File: config.mk
export PLATFORM = sky130hd
export DESIGN_NAME = f1_delay
export DESIGN_NICKNAME = d
export VERILOG_FILES = /design/src/rtl/f1_pkg.sv /design/src/rtl/f1_delay_lfsr7.sv /design/src/rtl/f1_delay.sv
export SDC_FILE = /design/constraint.sdc
export NUM_CORES = 1
export LEC_CHECK = 0
export ABC_AREA = 1
export CAP_MARGIN = 20
export CORE_ASPECT_RATIO = 1.5
export CORE_MARGIN = 2
export CORE_UTILIZATION = 52
export CTS_BUF_LIST = sky130_fd_sc_hd__clkbuf_4
export DETAILED_ROUTE_END_ITERATION = 8
export MAX_ROUTING_LAYER = met4
export PLACE_DENSITY_LB_ADDON = 0.3
export SLEW_MARGIN = 20
export SYNTH_ARGS = -nofsm -noshare
export SYNTH_HDL_FRONTEND = slang
export SYNTH_SLANG_ARGS = --single-unit
File: constraint.sdc
create_clock -name clk -period 1.6 [get_ports clk]
set_clock_uncertainty 0.2 [all_clocks]
set_input_delay 0.16 -clock clk [delete_from_list [all_inputs] [get_ports clk]]
set_output_delay 0.16 -clock clk [all_outputs]
set_load 0.1 [all_outputs]
File: src/rtl/f1_pkg.sv
// ---------------------------------------------------------------------------
// f1_pkg
// Definitions shared by the F1 start-light random delay block: FSM state
// type, default generator width, and the LFSR seed and feedback tap.
// ---------------------------------------------------------------------------
package f1_pkg;

    typedef enum logic [1:0] {
        IDLE,
        COUNT,
        DONE
    } state_t;

    localparam int unsigned LFSR_W_DEF = 7;

    // Non-zero seed keeps the maximal-length sequence away from the lock-up state
    localparam logic [6:0]  LFSR_SEED  = 7'b0000001;

    // Feedback is q[W-1] ^ q[LFSR_TAP]  (x^7 + x^3 + 1 for W = 7)
    localparam int unsigned LFSR_TAP   = 2;

endpackage

File: src/rtl/f1_delay_lfsr7.sv
// ---------------------------------------------------------------------------
// lfsr7
// Free-running Fibonacci LFSR supplying the pseudorandom delay value.
// It advances on every clock edge, whatever the delay FSM is doing.
//
// Ports:
//   clk    in   rising-edge clock
//   rst_n  in   asynchronous active-low reset (loads the seed)
//   q      out  current LFSR state, never zero
// ---------------------------------------------------------------------------
module lfsr7
    import f1_pkg::*;
#(
    parameter int unsigned W = LFSR_W_DEF
) (
    input  logic         clk,
    input  logic         rst_n,
    output logic [W-1:0] q
);

    always_ff @(posedge clk or negedge rst_n) begin
        if (!rst_n) begin
            q <= W'(LFSR_SEED);
        end else begin
            q <= {q[W-2:0], q[W-1] ^ q[LFSR_TAP]};
        end
    end

endmodule

File: src/rtl/f1_delay.sv
// ---------------------------------------------------------------------------
// f1_delay
// Random reaction-time delay for the F1 start lights. A trigger in IDLE
// captures K (1..127) from the LFSR, waits K units of (n+1) clocks, then
// pulses time_out for one cycle before returning to IDLE.
//
// Ports:
//   clk       in   rising-edge clock
//   rst_n     in   asynchronous active-low reset
//   trigger   in   start request, honoured only in IDLE
//   clear     in   synchronous abort back to IDLE, no time_out
//   n         in   clocks per delay unit minus one
//   time_out  out  one-cycle pulse when the delay expires
//   busy      out  high in COUNT and DONE
//   k_val     out  K captured at the last start
// ---------------------------------------------------------------------------
module f1_delay
    import f1_pkg::*;
#(
    parameter int unsigned LFSR_W = LFSR_W_DEF
) (
    input  logic              clk,
    input  logic              rst_n,
    input  logic              trigger,
    input  logic              clear,
    input  logic [15:0]       n,
    output logic              time_out,
    output logic              busy,
    output logic [LFSR_W-1:0] k_val
);

    state_t              r_state;
    state_t              w_state_nxt;
    logic [LFSR_W-1:0]   w_lfsr_q;
    logic [LFSR_W-1:0]   r_unit;
    logic [LFSR_W-1:0]   w_unit_nxt;
    logic [15:0]         r_presc;
    logic [15:0]         w_presc_nxt;
    logic [LFSR_W-1:0]   r_k;
    logic [LFSR_W-1:0]   w_k_nxt;

    lfsr7 #(
        .W (LFSR_W)
    ) u_lfsr (
        .clk   (clk),
        .rst_n (rst_n),
        .q     (w_lfsr_q)
    );

    always_ff @(posedge clk or negedge rst_n) begin
        if (!rst_n) begin
            r_state <= IDLE;
            r_unit  <= '0;
            r_presc <= '0;
            r_k     <= '0;
        end else begin
            r_state <= w_state_nxt;
            r_unit  <= w_unit_nxt;
            r_presc <= w_presc_nxt;
            r_k     <= w_k_nxt;
        end
    end

    always_comb begin
        w_state_nxt = r_state;
        w_unit_nxt  = r_unit;
        w_presc_nxt = r_presc;
        w_k_nxt     = r_k;

        if (clear) begin
            // Abort from any state; k_val is deliberately kept
            w_state_nxt = IDLE;
            w_unit_nxt  = '0;
            w_presc_nxt = '0;
        end else begin
            unique case (r_state)
                IDLE: begin
                    if (trigger) begin
                        w_k_nxt     = w_lfsr_q;
                        w_unit_nxt  = w_lfsr_q;
                        w_presc_nxt = n;
                        w_state_nxt = COUNT;
                    end
                end
                COUNT: begin
                    if (r_presc == '0) begin
                        // End of a unit: n is re-sampled only here
                        w_presc_nxt = n;
                        w_unit_nxt  = r_unit - LFSR_W'(1);
                        if (r_unit == LFSR_W'(1)) begin
                            w_state_nxt = DONE;
                        end
                    end else begin
                        w_presc_nxt = r_presc - 16'd1;
                    end
                end
                DONE: begin
                    w_state_nxt = IDLE;
                end
                default: begin
                    w_state_nxt = IDLE;
                end
            endcase
        end
    end

    assign time_out = (r_state == DONE);
    assign busy     = (r_state != IDLE);
    assign k_val    = r_k;

endmodule

==> flow_summary.yaml, run 1 <==
yosys:
  synthCells: 331
  synth_top_area_share_pct: 39.8
  yosysWarningCount: 0
  synth_edf_count: 0
  synth_cell_types: 30
  synth.area.top_cells: "dfrtp_1, nand2_1, nand3_1"
  avgSynthCellArea_sq_um: 7.22
  ys.flop_type: "dfrtp_1"
  synth.net_count: 355
  async_flop_share_pct: 100
  ys_seq_area_share_pct: 40.9
  synth_area_sq_um: 2390
  synth_top_area_cell: "dfrtp_1"
  synth-seq-cells: 39
power:
  power_density_nw_per_um2: 1810
  p_total_mw: 6.33
  leakagePower_nw: 1.82
  clockPowerShare_pct: 11.0
  netSwitchingPower_mw: 3.00
  power.combinational.fraction_pct: 64.8
  p_seq_share_pct: 24.2
  intPower_mw: 3.33
  switching_share_pct: 47.3
  vdd_drop_max_mv: 1.10
global_route:
  antenna_found_initial: 0
  grt.overflow.total: 0
  grt_pass1_vias: 2407
  grt_max_degree: 40
  grt_pass1_wl_mm: 10.3
  track_usage_pct: 26.9
clock_network:
  clk_latency_ps: 370
  tritoncts: "yes"
  cts_made_buffers: 5
  clk_pin_slew_worst_paths_ps: 150
  h-tree-depth: 2
  cts_buffer_depth: 2
  root_buffer: "clkbuf_4"
  numClockSinks: 39
route:
  routed_wl_mm: 6.68
  drc: 0
  firstDrtPassIters: 6
  wl_per_cell_um: 14.5
  drtAntennaViolNets: 0
  drt_iter0_drc: 151
  vias: 2481
  viasPerCell: 5.38
sta:
  max_slew_margin_pct: 80.9
  fin_crit_ps: 1760
  hold_viol_final: 0
  timing.final.ws_setup_ps: -158
  setup_viol: 26
  maxSlewViolCount: 0
  hold_ws_ps: 63.9
  rsz0062_at_grt: "true"
  period_share_pct: 110
  clock.fmax_mhz: 569
  worst_slew_pin_slew_ps: 284
placed_design:
  place_ws_ps: -254
  portBuffers: 28
  globalplace.congestion: 0.897
  dp_hpwl_mm: 4.40
floorplanning:
  initial_core_util_pct: 53.5
  die_area_sq_um: 5170
  rows: 30
  die_x_um: 59.4
  core-area_sq_um: 4470
  chipHeight_um: 87.1
  ios: 29
finish:
  syn_to_final_growth_pct: 45.9
  n_fill_cell: 315
  antennaDiodeCount: 0
  nets: 436
  seqCellArea_sq_um: 978
  final_util_pct: 78.1
  multi_input_area_sq_um: 1410
  layout-drive-gt1-share_pct: 31.5
worst_setup_path:
  r2r_start: "r_presc[1]$_DFFE_PN0P_"
  crit_type: "reg -> reg"
  critPathRequiredTime_ps: 1660
  critPathMaxFanout: 5
  r2r-end: "r_presc[14]$_DFFE_PN0P_"
  cp-start-kind: "flop"
  rrSetupSlack_ps: -160
  critPathCaptureType: "flop"
  arrival_ps: 1810
  reg2reg_depth: 10
run_status:
  violations: "negative setup slack"
  status: "finished with violations"
min_path:
  hold_class: "in -> async"
job:
  drv_cap: 0
==> repair_timing <==
item / 4_1_cts / 5_1_grt
hold endpoints to repair: 39 / 0
pin swaps: 1 / 15
setup endpoints to repair: 26 / 29
resized for setup: 14 / 42
hold buffers: 1 / 0
cloned: 0 / 1
setup buffers: 1 / 3
==> metal layers <==
layer	GRT usage (%)	wire length (um)	vias up
met2	48.2	3810	80
met5	-	0	-
li1	-	-	1190
met4	13.4	273	0
met1	27.1	2380	1180
met3	4.61	210	31
==> per-stage QoR <==
stage,area (sq um),setup TNS [ps],cells
6_report,3490,-2700,461
5_1_grt,3490,-4420,461
4_1_cts,3280,-1020,457
3_5_place_dp,3140,-5000,447
3_3_place_gp,3140,-3750,447
2_1_floorplan,2420,0,331
==> cells by family after synthesis <==
family	count (synthesis)	share of synthesized area (%)
AO/OA/AOI/OAI	19	4.61
XOR/XNOR	7	2.56
adder cells (fa/ha/maj)	4	2.09
buffers and inverters	49	9.37
flip-flops	39	40.9
multiplexers	4	1.88
AND/OR/NAND/NOR	209	38.6
==> cell type report <==
type	count	area share, %
Timing Repair Buffer	79	22.7
Tap cell	48	1.72
Clock buffer	5	1.08
Inverter	43	4.84
Clock inverter	3	1.26
Sequential cell	39	28.0
Multi-Input combinational cell	244	40.3
==> cells in the mapped netlist (2+ instances only) <==
cell,count
buf_2,3
o21bai_1,2
a21oi_2,2
a21oi_1,2
xnor2_1,4
nand2_1,129
nor2_2,5
o21ai_0,12
xor2_1,3
ha_1,4
mux2_2,4
nor2_4,3
inv_1,41
nor2_1,23
nand3_1,42
dfrtp_1,38
==> power by group through the flow <==
stage	Clock, mW	Combinational [mW]	Sequential [mW]
after floorplan	0	2.21	1.52
after global placement	0	3.35	1.52
after detailed placement	0	3.45	1.53
after CTS	0.693	3.57	1.52
after global routing	0.750	4.46	1.57
final	0.697	4.10	1.53
==> state kept, by name, indices dropped and copies added (netlist names) <==
name and count:
r_state 2, u_lfsr.q 7, r_unit 7, r_presc 16, k_val 7
==> worst max path at each step <==
stage	from	endpoint	cells past startpoint
floorplan	r_presc[0]$_DFFE_PN0P_	r_presc[10]$_DFFE_PN0P_	9
global placement	clear	r_presc[14]$_DFFE_PN0P_	9
detailed placement	clear	r_presc[0]$_DFFE_PN0P_	9
CTS	r_presc[1]$_DFFE_PN0P_	r_presc[7]$_DFFE_PN0P_	9
global route	r_presc[1]$_DFFE_PN0P_	r_presc[15]$_DFFE_PN0P_	10
finish	r_presc[1]$_DFFE_PN0P_	r_presc[14]$_DFFE_PN0P_	10
==> cell usage in the layout, fill, tap and decap left out, drive strengths merged, types with 2 or more instances in the layout <==
cell type / instances
nand2: 133
buf: 60
nand3: 44
inv: 43
dfrtp: 38
nor2: 31
clkdlybuf4s50: 18
o21ai: 12
clkbuf: 5
xnor2: 4
mux2: 4
a21oi: 4
ha: 4
xor2: 3
o21bai: 2
clkinv: 2
==> critical path: stages, from the launching register on <==
cell,delay [ps]
dfrtp_1,420
inv_2,80
ha_4,170
nand3_4,60
nor2_4,50
buf_6,110
a21oi_4,230
buf_6,170
nand2_2,50
nand3_2,50
nand2_1,50
Note: power is estimated with default switching activity, not from simulation.
==> run 2: changes to the inputs <==
--- a/config.mk
+++ b/config.mk
@@ -6,10 +6,9 @@
 export NUM_CORES = 1
 export LEC_CHECK = 0
 export ABC_AREA = 1
-export CAP_MARGIN = 20
 export CORE_ASPECT_RATIO = 1.5
 export CORE_MARGIN = 2
-export CORE_UTILIZATION = 52
+export CORE_UTILIZATION = 51
 export CTS_BUF_LIST = sky130_fd_sc_hd__clkbuf_4
 export DETAILED_ROUTE_END_ITERATION = 8
 export MAX_ROUTING_LAYER = met4
==> flow_summary.yaml, run 2 (synthesis results as in run 1) <==
worst_setup_path:
  arrival_ps: 1830
  rrSetupSlack_ps: -130
  crit_buf_inv: 2
  cp_slowest_cell: "dfrtp_1"
  cp-start-kind: "flop"
  reg2reg_depth: 9
  critPathRequiredTime_ps: 1700
  r2r_start: "r_presc[1]$_DFFE_PN0P_"
  critPathTopFamily: "simple AND/OR/NAND/NOR gates"
  path_cells: "inv_2 > ha_4 > nand3_4 > nor2_4 > nand2_4 > buf_6 > nand3_2 > nand3_1 > nand2_1"
  slowest_delay_ps: 460
  critPathMaxFanout: 6
  critPathCaptureType: "flop"
  r2r-end: "r_presc[2]$_DFFE_PN0P_"
  crit_type: "reg -> reg"
min_path:
  hold_class: "in -> async"
floorplanning:
  chipHeight_um: 87.9
  initial_core_util_pct: 53.1
  core-area_sq_um: 4500
  die_x_um: 59.9
  die_area_sq_um: 5260
  rows: 30
  ios: 29
sta:
  fin_crit_ps: 1730
  hold_viol_final: 0
  period_share_pct: 108
  rsz0062_at_grt: "true"
  worst_slew_pin_slew_ps: 484
  setup_viol: 25
  timing.final.ws_setup_ps: -130
  clock.fmax_mhz: 578
  hold_ws_ps: 153
  maxSlewViolCount: 0
  max_slew_margin_pct: 67.7
route:
  routed_wl_mm: 6.40
  drtAntennaViolNets: 0
  drt_iter0_drc: 124
  wl_per_cell_um: 14.1
  drc: 0
  vias: 2448
  firstDrtPassIters: 5
  viasPerCell: 5.39
finish:
  layout_commonest_cell: "nand2_1"
  nets: 429
  largest_register_ffs: 16
  layout-drive-gt1-share_pct: 32.5
  seqCellArea_sq_um: 982
  stdcell_area_sq_um: 3430
  multi_input_area_sq_um: 1410
  n_fill_cell: 318
  largest_register: "r_presc"
  antennaDiodeCount: 0
  final_cell_mix: "nand2_1, inv_1, buf_4"
  syn_to_final_growth_pct: 43.3
  final_util_pct: 76.1
global_route:
  grt.overflow.total: 0
  track_usage_pct: 26.4
  grt_pass1_vias: 2378
  antenna_found_initial: 0
  grt_max_degree: 40
  grt_pass1_wl_mm: 10.1
placed_design:
  dpl_cell_area_sq_um: 3080
  place_ws_ps: -230
  portBuffers: 28
  dp_hpwl_mm: 4.33
  globalplace.congestion: 0.952
power:
  p_total_mw: 6.30
  netSwitchingPower_mw: 2.99
  p_seq_share_pct: 25.0
  power_density_nw_per_um2: 1840
  power.combinational.fraction_pct: 63.9
  clockPowerShare_pct: 11.1
  leakagePower_nw: 1.78
  intPower_mw: 3.31
  vdd_drop_max_mv: 0.990
  switching_share_pct: 47.5
run_status:
  violations: "negative setup slack"
  status: "finished with violations"
clock_network:
  clk_pin_slew_worst_paths_ps: 140
  root_buffer: "clkbuf_4"
  cts_buffer_depth: 2
  tritoncts: "yes"
  h-tree-depth: 2
  numClockSinks: 39
  cts_made_buffers: 5
  clk_latency_ps: 370
job:
  drv_cap: 0
[run 2: worst max path at each step]
stage	end	cells past startpoint	from	slack, ps
after CTS	r_presc[2]$_DFFE_PN0P_	9	r_presc[0]$_DFFE_PN0P_	-50
after global placement	r_presc[6]$_DFFE_PN0P_	9	clear	-190
after detailed placement	r_presc[1]$_DFFE_PN0P_	9	clear	-230
final	r_presc[2]$_DFFE_PN0P_	9	r_presc[1]$_DFFE_PN0P_	-130
after global routing	r_presc[2]$_DFFE_PN0P_	9	r_presc[1]$_DFFE_PN0P_	-190
after floorplan	r_presc[10]$_DFFE_PN0P_	9	r_presc[0]$_DFFE_PN0P_	0.09
[run 2: stage by stage]
stage               instances  setup TNS, ps
finish                    454          -2450
global route              454          -3890
detailed placement        439          -4870
global placement          439          -4120
floorplan                 331              0
CTS                       451           -920
[run 2: layout make-up]
type	count	share of cell area, %
Inverter	43	4.86
Clock buffer	5	1.10
Sequential cell	39	28.7
Tap cell	48	1.75
Timing Repair Buffer	72	21.2
Clock inverter	3	1.35
Multi-Input combinational cell	244	41.1
[run 2: power by group through the flow]
stage | sequential [mW] | clock (mW) | combinational, mW
6_report | 1.57 | 0.699 | 4.03
5_1_grt | 1.59 | 0.754 | 4.44
4_1_cts | 1.54 | 0.708 | 3.74
3_5_place_dp | 1.53 | 0 | 3.36
3_3_place_gp | 1.54 | 0 | 3.25
2_1_floorplan | 1.52 | 0 | 2.21
[run 2: timing repair]
item | CTS | global route
setup endpoints to repair | 26 | 27
pin swaps | 13 | 12
gates resized for setup | 34 | 23
cloned | 1 | 0
hold buffers | 1 | 0
hold endpoints to repair | 39 | 0
buffers inserted | 2 | 3
[run 2: routing by layer]
layer / vias to the layer above / global-route usage, % / routed length [um]
met4: 0 / 17.4 / 439
met2: 72 / 46.4 / 3510
met5: - / - / 0
met1: 1164 / 25.3 / 2240
li1: 1178 / - / -
met3: 34 / 4.87 / 213
[run 2: worst min-delay path, cell delays in order]
cell,delay (ps)
dlygate4sd3_1,520
buf_2,90
buf_4,410
